$ cat config.mk
export PLATFORM = sky130hd
export DESIGN_NAME = clk_diag_sequencer_flat
export DESIGN_NICKNAME = d
export VERILOG_FILES = /design/src/rtl/clk_diag_sequencer_pkg.sv /design/src/rtl/clk_diag_sequencer_if.sv /design/src/rtl/ebus_clk_edge.sv /design/src/rtl/clk_diag_sequencer.sv /design/src/flat_wrapper.sv
export SDC_FILE = /design/constraint.sdc
export NUM_CORES = 1
export LEC_CHECK = 0
export CAP_MARGIN = 10
export CORE_MARGIN = 2
export CORE_UTILIZATION = 30
export CTS_BUF_LIST = sky130_fd_sc_hd__clkbuf_2
export DETAILED_ROUTE_END_ITERATION = 12
export PLACE_DENSITY = 0.56
export SYNTH_ARGS = -nofsm -noshare
export SYNTH_HDL_FRONTEND = slang
export SYNTH_SLANG_ARGS = --single-unit
export TNS_END_PERCENT = 10
$ cat constraint.sdc
create_clock -name clk -period 2.5 [get_ports clk]
set_clock_uncertainty 0.15 [all_clocks]
set_input_delay 0.5 -clock clk [delete_from_list [all_inputs] [get_ports clk]]
set_output_delay 0.5 -clock clk [all_outputs]
set_load 0.005 [all_outputs]
$ cat src/rtl/clk_diag_sequencer_pkg.sv
// Shared CLK diagnostic definitions: ds select code, function codes and sequencer states.
package clk_diag_sequencer_pkg;

  localparam logic [3:0] CLK_DS_SEL     = 4'b0000;
  localparam logic [2:0] FUNC_START     = 3'o1;
  localparam logic [2:0] FUNC_CLR_RESET = 3'o6;
  localparam logic [2:0] FUNC_SET_RESET = 3'o7;

  typedef enum logic [2:0] {ST_IDLE, ST_ARM, ST_STROBE, ST_SETTLE, ST_NEXT} tClkDiagState;
  typedef enum logic {MODE_SEQ, MODE_ONE} tClkDiagMode;

  function automatic logic [6:0] clk_diag_ds(input logic [2:0] func);
    return {CLK_DS_SEL, func};
  endfunction

endpackage

$ cat src/rtl/clk_diag_sequencer_if.sv
// Request/handshake and EBUS diag signals between the boot logic and the CLK sequencer.
interface clk_diag_sequencer_if;
  logic       mrStart;
  logic       fnReq;
  logic [2:0] fnCode;
  logic       abort;
  logic [6:0] ds;
  logic       diagStrobe;
  logic       fnAck;
  logic       busy;
  logic       done;
  logic       aborted;

  modport master (
    output mrStart, fnReq, fnCode, abort,
    input  ds, diagStrobe, fnAck, busy, done, aborted
  );

  modport slave (
    input  mrStart, fnReq, fnCode, abort,
    output ds, diagStrobe, fnAck, busy, done, aborted
  );
endinterface

$ cat src/rtl/ebus_clk_edge.sv
// EBUS_CLK edge detector shared by EBUS agents; flags are valid the clk after a transition.
module ebus_clk_edge (
  input  logic clk,
  input  logic FPGA_RESET_N,
  input  logic EBUS_CLK,
  output logic neg,
  output logic pos
);
  logic r_ebPrev;

  always_ff @(posedge clk or negedge FPGA_RESET_N) begin
    if (!FPGA_RESET_N) r_ebPrev <= 1'b0;
    else               r_ebPrev <= EBUS_CLK;
  end

  assign neg = r_ebPrev & ~EBUS_CLK;
  assign pos = ~r_ebPrev & EBUS_CLK;
endmodule

$ cat src/rtl/clk_diag_sequencer.sv
// Issues CLK diagnostic functions on the EBUS diag interface, either a whole master-reset
// sequence or single requested functions, with strobes aligned to EBUS_CLK falling edges.
module clk_diag_sequencer
  import clk_diag_sequencer_pkg::*;
#(
  parameter int                  NSTEPS = 3,
  parameter logic [NSTEPS*3-1:0] SEQ    = {FUNC_SET_RESET, FUNC_START, FUNC_CLR_RESET},
  parameter int                  SETTLE = 4
) (
  input  logic               clk,
  input  logic               FPGA_RESET_N,
  input  logic               EBUS_CLK,
  clk_diag_sequencer_if.slave diag
);
  localparam int SW = (NSTEPS > 1) ? $clog2(NSTEPS) : 1;
  localparam int CW = $clog2(SETTLE + 1);

  // SEQ[0] occupies the most significant 3 bits of the packed parameter.
  function automatic logic [2:0] seq_at(input logic [SW-1:0] idx);
    return SEQ[(NSTEPS - 1 - int'(idx)) * 3 +: 3];
  endfunction

  logic w_neg, w_pos;

  ebus_clk_edge u_edge (
    .clk          (clk),
    .FPGA_RESET_N (FPGA_RESET_N),
    .EBUS_CLK     (EBUS_CLK),
    .neg          (w_neg),
    .pos          (w_pos)
  );

  tClkDiagState r_state, w_state;
  tClkDiagMode  r_mode,  w_mode;
  logic [SW-1:0] r_step, w_step;
  logic [2:0]    r_func, w_func;
  logic [CW-1:0] r_cnt,  w_cnt;
  logic [6:0]    r_ds,   w_ds;
  logic r_abt, w_abt, r_strobe, w_strobe, r_ack, w_ack;
  logic r_busy, w_busy, r_done, w_done, r_aborted, w_aborted;

  always_ff @(posedge clk or negedge FPGA_RESET_N) begin
    if (!FPGA_RESET_N) begin
      r_state   <= ST_IDLE;
      r_mode    <= MODE_SEQ;
      r_step    <= '0;
      r_func    <= '0;
      r_cnt     <= '0;
      r_ds      <= '0;
      r_abt     <= 1'b0;
      r_strobe  <= 1'b0;
      r_ack     <= 1'b0;
      r_busy    <= 1'b0;
      r_done    <= 1'b0;
      r_aborted <= 1'b0;
    end else begin
      r_state   <= w_state;
      r_mode    <= w_mode;
      r_step    <= w_step;
      r_func    <= w_func;
      r_cnt     <= w_cnt;
      r_ds      <= w_ds;
      r_abt     <= w_abt;
      r_strobe  <= w_strobe;
      r_ack     <= w_ack;
      r_busy    <= w_busy;
      r_done    <= w_done;
      r_aborted <= w_aborted;
    end
  end

  always_comb begin
    w_state   = r_state;
    w_mode    = r_mode;
    w_step    = r_step;
    w_func    = r_func;
    w_cnt     = r_cnt;
    w_ds      = r_ds;
    w_strobe  = r_strobe;
    w_abt     = r_abt | (diag.abort & (r_state != ST_IDLE));
    w_ack     = 1'b0;
    w_done    = 1'b0;
    w_aborted = 1'b0;
    case (r_state)
      ST_IDLE: begin
        w_abt = 1'b0;
        if (diag.mrStart) begin
          w_mode  = MODE_SEQ;
          w_step  = '0;
          w_func  = seq_at('0);
          w_state = ST_ARM;
        end else if (diag.fnReq) begin
          w_mode  = MODE_ONE;
          w_func  = diag.fnCode;
          w_ack   = 1'b1;
          w_state = ST_ARM;
        end
      end
      ST_ARM: begin
        if (w_neg) begin
          w_ds     = clk_diag_ds(r_func);
          w_strobe = 1'b1;
          w_state  = ST_STROBE;
        end
      end
      ST_STROBE: begin
        if (w_neg) begin
          w_ds     = '0;
          w_strobe = 1'b0;
          w_cnt    = '0;
          w_state  = ST_SETTLE;
        end
      end
      ST_SETTLE: begin
        if (r_cnt == CW'(SETTLE)) w_state = ST_NEXT;
        else if (w_pos)           w_cnt   = r_cnt + 1'b1;
      end
      ST_NEXT: begin
        if (w_abt) begin
          w_aborted = 1'b1;
          w_abt     = 1'b0;
          w_state   = ST_IDLE;
        end else if (r_mode == MODE_ONE || r_step == SW'(NSTEPS - 1)) begin
          w_done  = 1'b1;
          w_abt   = 1'b0;
          w_state = ST_IDLE;
        end else begin
          w_step  = r_step + 1'b1;
          w_func  = seq_at(r_step + 1'b1);
          w_state = ST_ARM;
        end
      end
      default: w_state = ST_IDLE;
    endcase
    w_busy = (w_state != ST_IDLE);
  end

  assign diag.ds         = r_ds;
  assign diag.diagStrobe = r_strobe;
  assign diag.fnAck      = r_ack;
  assign diag.busy       = r_busy;
  assign diag.done       = r_done;
  assign diag.aborted    = r_aborted;
endmodule
$ cat src/flat_wrapper.sv
// flat-port wrapper written by rule: the top's interface ports become plain ports
module clk_diag_sequencer_flat import clk_diag_sequencer_pkg::*;
#(
  parameter int                  NSTEPS = 3,
  parameter logic [NSTEPS*3-1:0] SEQ    = {FUNC_SET_RESET, FUNC_START, FUNC_CLR_RESET},
  parameter int                  SETTLE = 4
)
  (clk, FPGA_RESET_N, EBUS_CLK, diag_mrStart, diag_fnReq, diag_fnCode, diag_abort, diag_ds, diag_diagStrobe, diag_fnAck, diag_busy, diag_done, diag_aborted);
  clk_diag_sequencer_if diag_i ();
  input  logic clk;
  input  logic FPGA_RESET_N;
  input  logic EBUS_CLK;
  input wire logic [$bits(diag_i.mrStart)-1:0] diag_mrStart;
  input wire logic [$bits(diag_i.fnReq)-1:0] diag_fnReq;
  input wire logic [$bits(diag_i.fnCode)-1:0] diag_fnCode;
  input wire logic [$bits(diag_i.abort)-1:0] diag_abort;
  output wire logic [$bits(diag_i.ds)-1:0] diag_ds;
  output wire logic [$bits(diag_i.diagStrobe)-1:0] diag_diagStrobe;
  output wire logic [$bits(diag_i.fnAck)-1:0] diag_fnAck;
  output wire logic [$bits(diag_i.busy)-1:0] diag_busy;
  output wire logic [$bits(diag_i.done)-1:0] diag_done;
  output wire logic [$bits(diag_i.aborted)-1:0] diag_aborted;
  assign diag_i.mrStart = diag_mrStart;
  assign diag_i.fnReq = diag_fnReq;
  assign diag_i.fnCode = diag_fnCode;
  assign diag_i.abort = diag_abort;
  assign diag_ds = diag_i.ds;
  assign diag_diagStrobe = diag_i.diagStrobe;
  assign diag_fnAck = diag_i.fnAck;
  assign diag_busy = diag_i.busy;
  assign diag_done = diag_i.done;
  assign diag_aborted = diag_i.aborted;
  clk_diag_sequencer #(.NSTEPS(NSTEPS), .SEQ(SEQ), .SETTLE(SETTLE)) u_core (.clk(clk), .FPGA_RESET_N(FPGA_RESET_N), .EBUS_CLK(EBUS_CLK), .diag(diag_i));
endmodule
==> results of run 1 <==
registers in the layout, indices dropped and copies added (netlist names):
register / cells
u_core.diag.aborted: 1
u_core.diag.busy: 1
u_core.diag.diagStrobe: 1
u_core.diag.done: 1
u_core.diag.ds: 3
u_core.diag.fnAck: 1
u_core.r_abt: 1
u_core.r_cnt: 3
u_core.r_func: 3
u_core.r_mode: 1
u_core.r_state: 3
u_core.r_step: 2
u_core.u_edge.r_ebPrev: 1
area by class of cell:
cell class	count	area [um^2]	area share (%)
multi-input cells	72	479	35.8
repair buffers	19	183	13.7
clock inverters	1	30.0	2.25
clock buffers	3	15.0	1.12
flip-flops and latches	22	551	41.2
inverters	6	22.5	1.68
well taps	46	57.6	4.30
synth_stat cells (2+ instances only):
| library cell | n |
|---|---|
| buf_4 | 4 |
| a22oi_1 | 2 |
| inv_1 | 6 |
| or2_2 | 2 |
| a31oi_1 | 2 |
| nand3_1 | 2 |
| a32o_1 | 3 |
| nor2_1 | 12 |
| nand2_1 | 6 |
| o21ai_0 | 8 |
| clkbuf_1 | 2 |
| a21oi_1 | 4 |
| a22o_1 | 2 |
| ha_1 | 3 |
| dfrtp_1 | 22 |
| o31a_1 | 3 |
| nor3b_1 | 2 |
| mux2_2 | 4 |
logic make-up (layout without fill, tap and decap cells):
family	Yosys count	in the layout	share of synthesized area, %
flops	22	22	50.6
fa+ha+maj	3	3	3.45
other cells	1	4	0.345
simple gates	35	35	18.9
mux	4	4	4.14
buf+inv	14	29	6.33
compound gates	26	26	16.2
critical path, delay by kind of cell (launching register included):
kind | cells | cell delay (ns)
simple gates | 1 | 0.55
flops | 1 | 0.44
mux | 1 | 0.37
compound gates | 1 | 0.28
fa+ha+maj | 1 | 0.23
buf+inv | 1 | 0.08
layout by cell type (no fill, tap or decap), types with 3 or more instances in the layout:
cell type	synthesis	final
nor2_1	12	12
mux2_2	4	4
a21oi_1	4	4
o21ai_0	8	8
clkbuf_2	0	3
inv_1	6	6
dfrtp_1	22	22
a32o_1	3	3
ha_1	3	3
buf_4	4	3
clkdlybuf4s50_1	0	16
nand2_1	6	6
conb_1	1	4
o31a_1	3	3
per-stage QoR:
| step | utilization, % | instances | total power, mW | worst slack [ns] |
|---|---|---|---|---|
| floorplan | - | 108 | 0.824 | 0.493 |
| global placement | 37.8 | 165 | 0.963 | 0.223 |
| detailed placement | 37.8 | 165 | 0.972 | 0.192 |
| CTS | 39.2 | 169 | 1.23 | 0.316 |
| global route | 39.2 | 169 | 1.30 | 0.222 |
| finish | 39.2 | 169 | 1.22 | 0.330 |
per-layer routing:
| layer | vias to the layer above | part of all wire (%) | wire length (um) |
|---|---|---|---|
| met5 | - | 0 | 0 |
| met4 | 0 | 2.4 | 50 |
| met3 | 4 | 4.0 | 84 |
| met2 | 24 | 44 | 925 |
| met1 | 369 | 49 | 1020 |
| li1 | 404 | - | - |
power groups by stage:
stage	sequential (mW)	clock [mW]	combinational, mW
2_1_floorplan	0.541	0	0.284
3_3_place_gp	0.586	0	0.377
3_5_place_dp	0.587	0	0.384
4_1_cts	0.580	0.257	0.388
5_1_grt	0.599	0.272	0.431
6_report	0.581	0.254	0.382
worst paths after layout:
kind                                                endpoint  slack, ns  cells past startpoint                          from
worst max-delay path            u_core.r_func[1]$_DFFE_PN0P_       0.33                      5  u_core.r_step[0]$_DFFE_PN0P_
worst min-delay path             u_core.r_cnt[1]$_DFFE_PN0P_       0.32                      2                  FPGA_RESET_N
worst max register to register  u_core.r_func[1]$_DFFE_PN0P_       0.33                      5  u_core.r_step[0]$_DFFE_PN0P_
worst min register to register   u_core.r_state[1]$_DFF_PN0_       0.38                      1   u_core.r_state[2]$_DFF_PN0_
max in group asynchronous             u_core.r_abt$_DFF_PN0_       1.66                      2                  FPGA_RESET_N
min in group clk                 u_core.r_state[1]$_DFF_PN0_       0.38                      1   u_core.r_state[2]$_DFF_PN0_
==> impl_metrics.tcl, run 1 <==
set metrics [dict create \
    cts_buffers 3 \
    grt_start_max_net_pins 23 \
    route.vias.total 801 \
    start_util_pct 31.8 \
    fin_area_um2 1340 \
    post_cts_resized 0 \
    syn_inst 105 \
    fmax_mhz 461 \
    cap_violations 0 \
    busiest_layer "met2" \
    die_w_um 64.2 \
    swShare_pct 32.5 \
    netlist.area_leader.share_pct 50.6 \
    cts_tree "done" \
    power.internal_uw 821 \
    wirelength_mm 2.09 \
    holdBufCountCts 0 \
    crit_chain "inv_1 -> ha_1 -> or4_4 -> a21oi_1 -> mux2_2" \
    worstSkewPairLatency_ns 0.34 \
    synthDistinctLibCells 34 \
    path_clk_slew_ns 0.22 \
    dr.first_iter.drc_count 35 \
    startpoint_type "register" \
    io_buffers 16 \
    worstPathArrival_ns 2.28 \
    grt_pass1_vias 742 \
    p_per_area_nw_per_um2 909 \
    grt_use_total_pct 10.6 \
    yosys-top-cells-area "dfrtp_1, mux2_2, nor2_1, o21ai_0, ha_1" \
    place_congestion 0.769 \
    critPathSlowestCell "or4_4" \
    firstDrtPassIters 4 \
    setup_viol 0 \
    post_dp_cell_area_um2 1290 \
    use_met2_pct 15.8 \
    hold_viol_final 0 \
    postCtsSetupBuffers 0 \
    grt.met1_usage_pct 14.4 \
    min_period_ns 2.17 \
    dp_hpwl_mm 1.53 \
    p_sw_uw 396 \
    num_rows 21 \
    clockBufferDepth 2 \
    yosysWarnings 0 \
    yosysTopAreaCell "dfrtp_1" \
    synth.yosys.seq_area_share_pct 50.6 \
    ys_ff_latch 22 \
    core_region_area_um2 3420 \
    p_clk_share_pct 20.9 \
    clock-sinks 22 \
    clockRootBuffer "clkbuf_2" \
    p_seq_share_pct 47.7 \
    p_leak_nw 0.553 \
    combPwrFrac_pct 31.4 \
    layout.nets 136 \
    synth-main-ff-cell "dfrtp_1" \
    grt_pass1_wl_mm 3.41 \
    vdd_ir_drop_max_mv 0.302 \
    ioPinCount 21 \
    drive_above_1_share_pct 13.0 \
    die_h_um 64.2 \
    max_stage_delay_ns 0.55 \
    path_class "reg2reg" \
    hold_path.class "in2async" \
    grt.met3_usage_pct 1.23 \
    vias_per_cell 4.74 \
    antenna_found_initial 0 \
    ant_nets 0 \
    final.setup.tns_ns 0 \
    drc 0 \
    crit_path_end_kind "register" \
    gr-total-overflow 0 \
    timing.hold.ws_ns 0.318 \
    period_share_pct 86.8 \
    fill_cells 355 \
    avgRoutedWirePerCell_um 12.3 \
    status "completed" \
    avgSynthCellArea_um2 10.4 \
    num_antenna_cells 0 \
    path_max_fanout 5 \
    slew_violations 0 \
    synthToLayoutAreaGrowth_pct 23.0 \
    syn_area_um2 1090 \
    synthArstFlopShare_pct 100 \
    cts-htree-levels 1 \
    synth_edf_count 0 \
    rsz0062_at_grt "no" \
    fp.dieArea_um2 4120 \
    required_ns 2.61 \
]
Power figures use the tool's default switching activity.
==> inputs of run 2 (changes only) <==
- PLACE_DENSITY: 0.56 -> 0.58
- clock period: 2.5 -> 1.8 ns (I/O delays scaled with it)
==> run 2 against run 1 <==
Effect of this change: the flow now finishes with violations (setup timing); die area is the same; critical path depth shrank 1; via count grew 12%; first-iteration DRC count shrank 46%; worst setup slack lost 0.35 ns; sequential share of layout area shrank 4.8 points; final area grew 13%; largest cell class unchanged; largest power group unchanged.
==> impl_metrics.tcl, run 2 (synthesis results as in run 1) <==
set metrics [dict create \
    drive_above_1_share_pct 29.4 \
    wirelength_mm 2.34 \
    holdBufCountCts 0 \
    hold_viol_final 0 \
    die_h_um 64.2 \
    dp_hpwl_mm 1.75 \
    failed_checks "setup timing" \
    synthToLayoutAreaGrowth_pct 39.4 \
    setup_viol 4 \
    layout.nets 156 \
    min_period_ns 1.82 \
    vdd_ir_drop_max_mv 0.429 \
    route.vias.total 894 \
    fin_area_um2 1520 \
    grt_pass1_wl_mm 3.83 \
    ant_nets 0 \
    layout_commonest_cell "buf_4" \
    reg2reg_slack_ns -0.02 \
    timing.critical_path.buf_inv 0 \
    status "finished, violations left" \
    dr.first_iter.drc_count 19 \
    startpoint_type "register" \
    path_max_fanout 5 \
    required_ns 1.88 \
    cts_tree "done" \
    layout_common_cells "buf_4, dfrtp_1, clkdlybuf4s50_1" \
    utilization_pct 44.4 \
    cap_violations 0 \
    cts_buffers 3 \
    grt_pass1_vias 878 \
    ioPinCount 21 \
    io_buffers 16 \
    grt_start_max_net_pins 23 \
    start_util_pct 31.8 \
    num_rows 21 \
    p_clk_share_pct 11.5 \
    cts-htree-levels 1 \
    antenna_found_initial 0 \
    path_clk_slew_ns 0.20 \
    p_seq_share_pct 45.9 \
    fp.dieArea_um2 4120 \
    rsz0062_at_grt "yes" \
    clockRootBuffer "clkbuf_2" \
    slew_violations 0 \
    path_class "reg2reg" \
    grt_use_total_pct 11.8 \
    post_dp_cell_area_um2 1460 \
    p_leak_nw 0.695 \
    critPathSlowestCell "or4_4" \
    worstSkewPairLatency_ns 0.31 \
    avgRoutedWirePerCell_um 12.4 \
    die_w_um 64.2 \
    max_stage_delay_ns 0.46 \
    clockBufferDepth 2 \
    p_per_area_nw_per_um2 1100 \
    worstPathArrival_ns 1.90 \
    worst_slack_ns -0.0167 \
    swShare_pct 34.2 \
    firstDrtPassIters 6 \
    place_congestion 0.817 \
    fmax_mhz 550 \
    core_region_area_um2 3420 \
    drc 0 \
    gr-total-overflow 0 \
    crit_family "simple AND/OR/NAND/NOR gates" \
    crit_chain "ha_4 -> or4_4 -> a21oi_4 -> mux2_4" \
    vias_per_cell 4.73 \
    combPwrFrac_pct 42.6 \
    crit_path_end_kind "register" \
    period_share_pct 101 \
    num_antenna_cells 0 \
    p_sw_uw 571 \
    clock-sinks 22 \
    hold_path.class "in2async" \
    power.internal_mw 1.10 \
]
run 2: cell types whose count changed in the layout (fill, tap and decap cells not counted), sizes merged:
cell / change
buf: +20
bufinv: -1
clkdlybuf4s50: -3
clkinv: +1
dlymetal6s2s: +3
run 2: cell type report:
type | instances | area (um^2)
well taps | 46 | 57.6
multi-input cells | 72 | 526
clock inverters | 1 | 3.75
fillers | 342 | 1900
repair buffers | 39 | 340
clock buffers | 3 | 15.0
flip-flops and latches | 22 | 551
inverters | 6 | 22.5
run 2: worst paths after layout:
check	startpoint	endpoint	cells after the start
worst max-delay path	u_core.r_step[1]$_DFFE_PN0P_	u_core.r_func[1]$_DFFE_PN0P_	4
worst max register to register	u_core.r_step[1]$_DFFE_PN0P_	u_core.r_func[1]$_DFFE_PN0P_	4
max in group asynchronous	FPGA_RESET_N	u_core.r_step[1]$_DFFE_PN0P_	2
worst min register to register	u_core.diag.ds[2]$_DFFE_PN0P_	u_core.diag.ds[2]$_DFFE_PN0P_	1
min in group clk	u_core.diag.ds[2]$_DFFE_PN0P_	u_core.diag.ds[2]$_DFFE_PN0P_	1
worst min-delay path	FPGA_RESET_N	u_core.r_cnt[1]$_DFFE_PN0P_	2
run 2: metal layers:
layer	part of all wire, %	GRT usage (%)	up-vias
met4	1.2	4.79	0
met1	50	16.1	429
met5	0	0	-
li1	-	-	447
met3	3.3	1.76	2
met2	46	18.9	16
run 2: power groups by stage:
stage | Clock [mW] | Combinational (mW) | Sequential, mW
final | 0.193 | 0.712 | 0.768
after global routing | 0.221 | 0.794 | 0.790
after CTS | 0.205 | 0.727 | 0.770
after detailed placement | 0 | 0.705 | 0.780
after global placement | 0 | 0.685 | 0.774
after floorplan | 0 | 0.419 | 0.753
run 2: what timing repair did:
item                                    CTS  global route
pin swaps                                 1             1
buffers inserted                          1             0
resized for setup                         6             5
endpoints found under the setup margin    5             9
run 2: through the flow:
step / setup slack [ns] / TNS, ns / hold slack (ns) / total power, mW / cells
5_1_grt: -0.101 / -0.498 / 0.196 / 1.80 / 189
6_report: -0.0167 / -0.0428 / 0.206 / 1.67 / 189
3_5_place_dp: -0.356 / -3.14 / 0.333 / 1.48 / 184
2_1_floorplan: -0.00950 / -0.00950 / -0.0856 / 1.17 / 108
3_3_place_gp: -0.327 / -3.25 / 0.337 / 1.46 / 184
4_1_cts: -0.0260 / -0.0990 / 0.203 / 1.70 / 189
==> inputs of run 3 (changes only) <==
- PLACE_DENSITY: 0.58 -> 0.57
- SYNTH_HIERARCHICAL: not set -> 1
==> run 3 against run 2 <==
Effect of this change: critical path type unchanged; worst hold slack gained 0.0064 ns; combinational power grew 21%; largest cell class is now multi-input combinational cells; the run still ends with setup timing left; sequential power decreased by 0.5%; critical endpoint is now u_core/r_func[2]$_DFFE_PN0P_; register-to-register slack got worse by 0.06 ns.
==> impl_metrics.tcl, run 3 <==
set metrics [dict create \
    status "finished, violations left" \
    failed_checks "setup timing" \
    clockBufferDepth 2 \
    vias_per_cell 4.98 \
    synthToLayoutAreaGrowth_pct 29.3 \
    firstDrtPassIters 4 \
    p_seq_share_pct 42.2 \
    hold_viol_final 0 \
    ant_nets 0 \
    p_total_mw 1.81 \
    path_clk_slew_ns 0.19 \
    route.vias.total 941 \
    swShare_pct 36.4 \
    fp.dieArea_um2 4420 \
    ys_ff_latch 22 \
    slew_violations 0 \
    synth.yosys.seq_area_share_pct 47.0 \
    place_congestion 0.820 \
    cts-htree-levels 1 \
    clockRootBuffer "clkbuf_2" \
    worstSkewPairLatency_ns 0.32 \
    layout_commonest_cell "dfrtp_1" \
    hold_path.class "in2async" \
    fmax_mhz 532 \
    ioPinCount 21 \
    required_ns 1.88 \
    dp_hpwl_mm 1.80 \
    min_period_ns 1.88 \
    combPwrFrac_pct 47.6 \
    drive_above_1_share_pct 23.4 \
    num_rows 22 \
    die_h_um 66.5 \
    reg2reg_depth 5 \
    period_share_pct 104 \
    grt_start_max_net_pins 23 \
    die_w_um 66.5 \
    avgRoutedWirePerCell_um 13.2 \
    setup_viol 3 \
    p_sw_uw 660 \
    layout_common_cells "dfrtp_1, buf_4, clkdlybuf4s50_1" \
    stdcell_count 189 \
    antenna_found_initial 0 \
    num_antenna_cells 0 \
    cts_buffers 3 \
    p_clk_share_pct 10.2 \
    path_max_fanout 3 \
    path_class "reg2reg" \
    synth-main-ff-cell "dfrtp_1" \
    synth_edf_count 0 \
    yosys-top-cells-area "dfrtp_1, ha_1, nor2_1, buf_4, o2bb2ai_4" \
    core_region_area_um2 3720 \
    power.internal_mw 1.15 \
    gr-total-overflow 0 \
    postCtsSetupBuffers 0 \
    netlist.area_leader.share_pct 47.0 \
    p_leak_nw 0.721 \
    synth_commonest_cells "dfrtp_1, nor2_1, nand2_1, inv_1, nand3_1" \
    avgSynthCellArea_um2 10.5 \
    yosysTopAreaCell "dfrtp_1" \
    cap_violations 0 \
    startpoint_type "register" \
    layout.nets 155 \
    yosysWarnings 6 \
    rsz0062_at_grt "yes" \
    wirelength_mm 2.49 \
    worst_slack_ns -0.0799 \
    dr.first_iter.drc_count 39 \
    syn_area_um2 1170 \
    holdBufCountCts 0 \
    crit_path_end_kind "register" \
    cts_tree "done" \
    io_buffers 16 \
    clock-sinks 22 \
    drc 0 \
    dp.cells 186 \
    p_per_area_nw_per_um2 1200 \
    syn_inst 112 \
    grt_use_total_pct 12.5 \
    synthArstFlopShare_pct 100 \
    vdd_ir_drop_max_mv 0.479 \
    start_util_pct 31.5 \
    synthMostInstantiatedCell "dfrtp_1" \
    grt_pass1_wl_mm 4.31 \
    reg2reg_slack_ns -0.08 \
    worstPathArrival_ns 1.96 \
    synthDistinctLibCells 37 \
    grt_pass1_vias 940 \
]
[run 3: cell types whose count changed after synthesis, sizes merged, moves of 3 or more]
cell | previous run | this run
a32o | 3 | 0
a2bb2oi | 0 | 3
o31a | 3 | 0
o2bb2ai | 0 | 4
o21ai | 8 | 4
nor2b | 0 | 4
nand3 | 2 | 5
[run 3: what timing repair did]
item,in CTS,in global routing
pin swaps,0,1
resized for setup,4,6
setup endpoints to repair,4,9
[run 3: area by class of cell]
cell class,instances,area (um^2)
fill,376,2200
multi-input combinational,78,572
sequential,22,551
timing repair buffer,33,298
tap,48,60.1
inverter,5,18.8
clock buffer,3,15.0
[run 3: critical path: stages, from the launching register on]
cell and delay (ns):
dfrtp_1 0.40, inv_2 0.06, ha_4 0.15, or4_4 0.51, o2bb2ai_4 0.20, mux2_4 0.31
[run 3: kinds of logic after synthesis]
group,synth area share [%]
DFF,47.0
muxes,5.56
buffers and inverters,7.48
AOI/OAI and AO/OA,18.0
adders and majority gates,3.21
other,0.320
and+or+nand+nor,18.5
[run 3: per-layer routing]
metal | routed length (um) | vias to the layer above | global-route usage (%)
met4 | 0 | 0 | 0.765
met3 | 164 | 0 | 4.22
met1 | 1170 | 447 | 15.8
met5 | 0 | - | 0
li1 | - | 454 | -
met2 | 1150 | 40 | 21.6
[run 3: per-stage QoR]
stage	setup TNS (ns)	utilization [%]	setup WS (ns)	hold slack (ns)	cell area (um^2)
6_report	-0.235	40.7	-0.0799	0.213	1510
5_1_grt	-0.411	40.7	-0.130	0.191	1510
4_1_cts	-0.207	40.2	-0.0826	0.196	1490
3_5_place_dp	-2.23	39.3	-0.345	0.335	1460
3_3_place_gp	-2.05	39.3	-0.339	0.332	1460
2_1_floorplan	-0.372	-	-0.118	-0.0856	1180
[run 3: worst paths after layout]
path                                               startpoint                               end
worst max-delay path             u_core/r_step[0]$_DFFE_PN0P_      u_core/r_func[2]$_DFFE_PN0P_
worst min-delay path                             FPGA_RESET_N        u_core/diag.done$_DFF_PN0_
worst max register to register   u_core/r_step[0]$_DFFE_PN0P_      u_core/r_func[2]$_DFFE_PN0P_
max in group asynchronous                        FPGA_RESET_N      u_core/r_step[1]$_DFFE_PN0P_
min in group clk                                     EBUS_CLK  u_core/u_edge/r_ebPrev$_DFF_PN0_
worst min register to register  u_core/diag.ds[1]$_DFFE_PN0P_     u_core/diag.ds[1]$_DFFE_PN0P_
[run 3: power groups by stage]
stage / logic [mW] / clock network [mW] / registers, mW
final: 0.864 / 0.185 / 0.764
after detailed placement: 0.832 / 0 / 0.771
after floorplan: 0.533 / 0 / 0.752
after CTS: 0.857 / 0.201 / 0.766
after global routing: 0.962 / 0.221 / 0.787
after global placement: 0.816 / 0 / 0.766
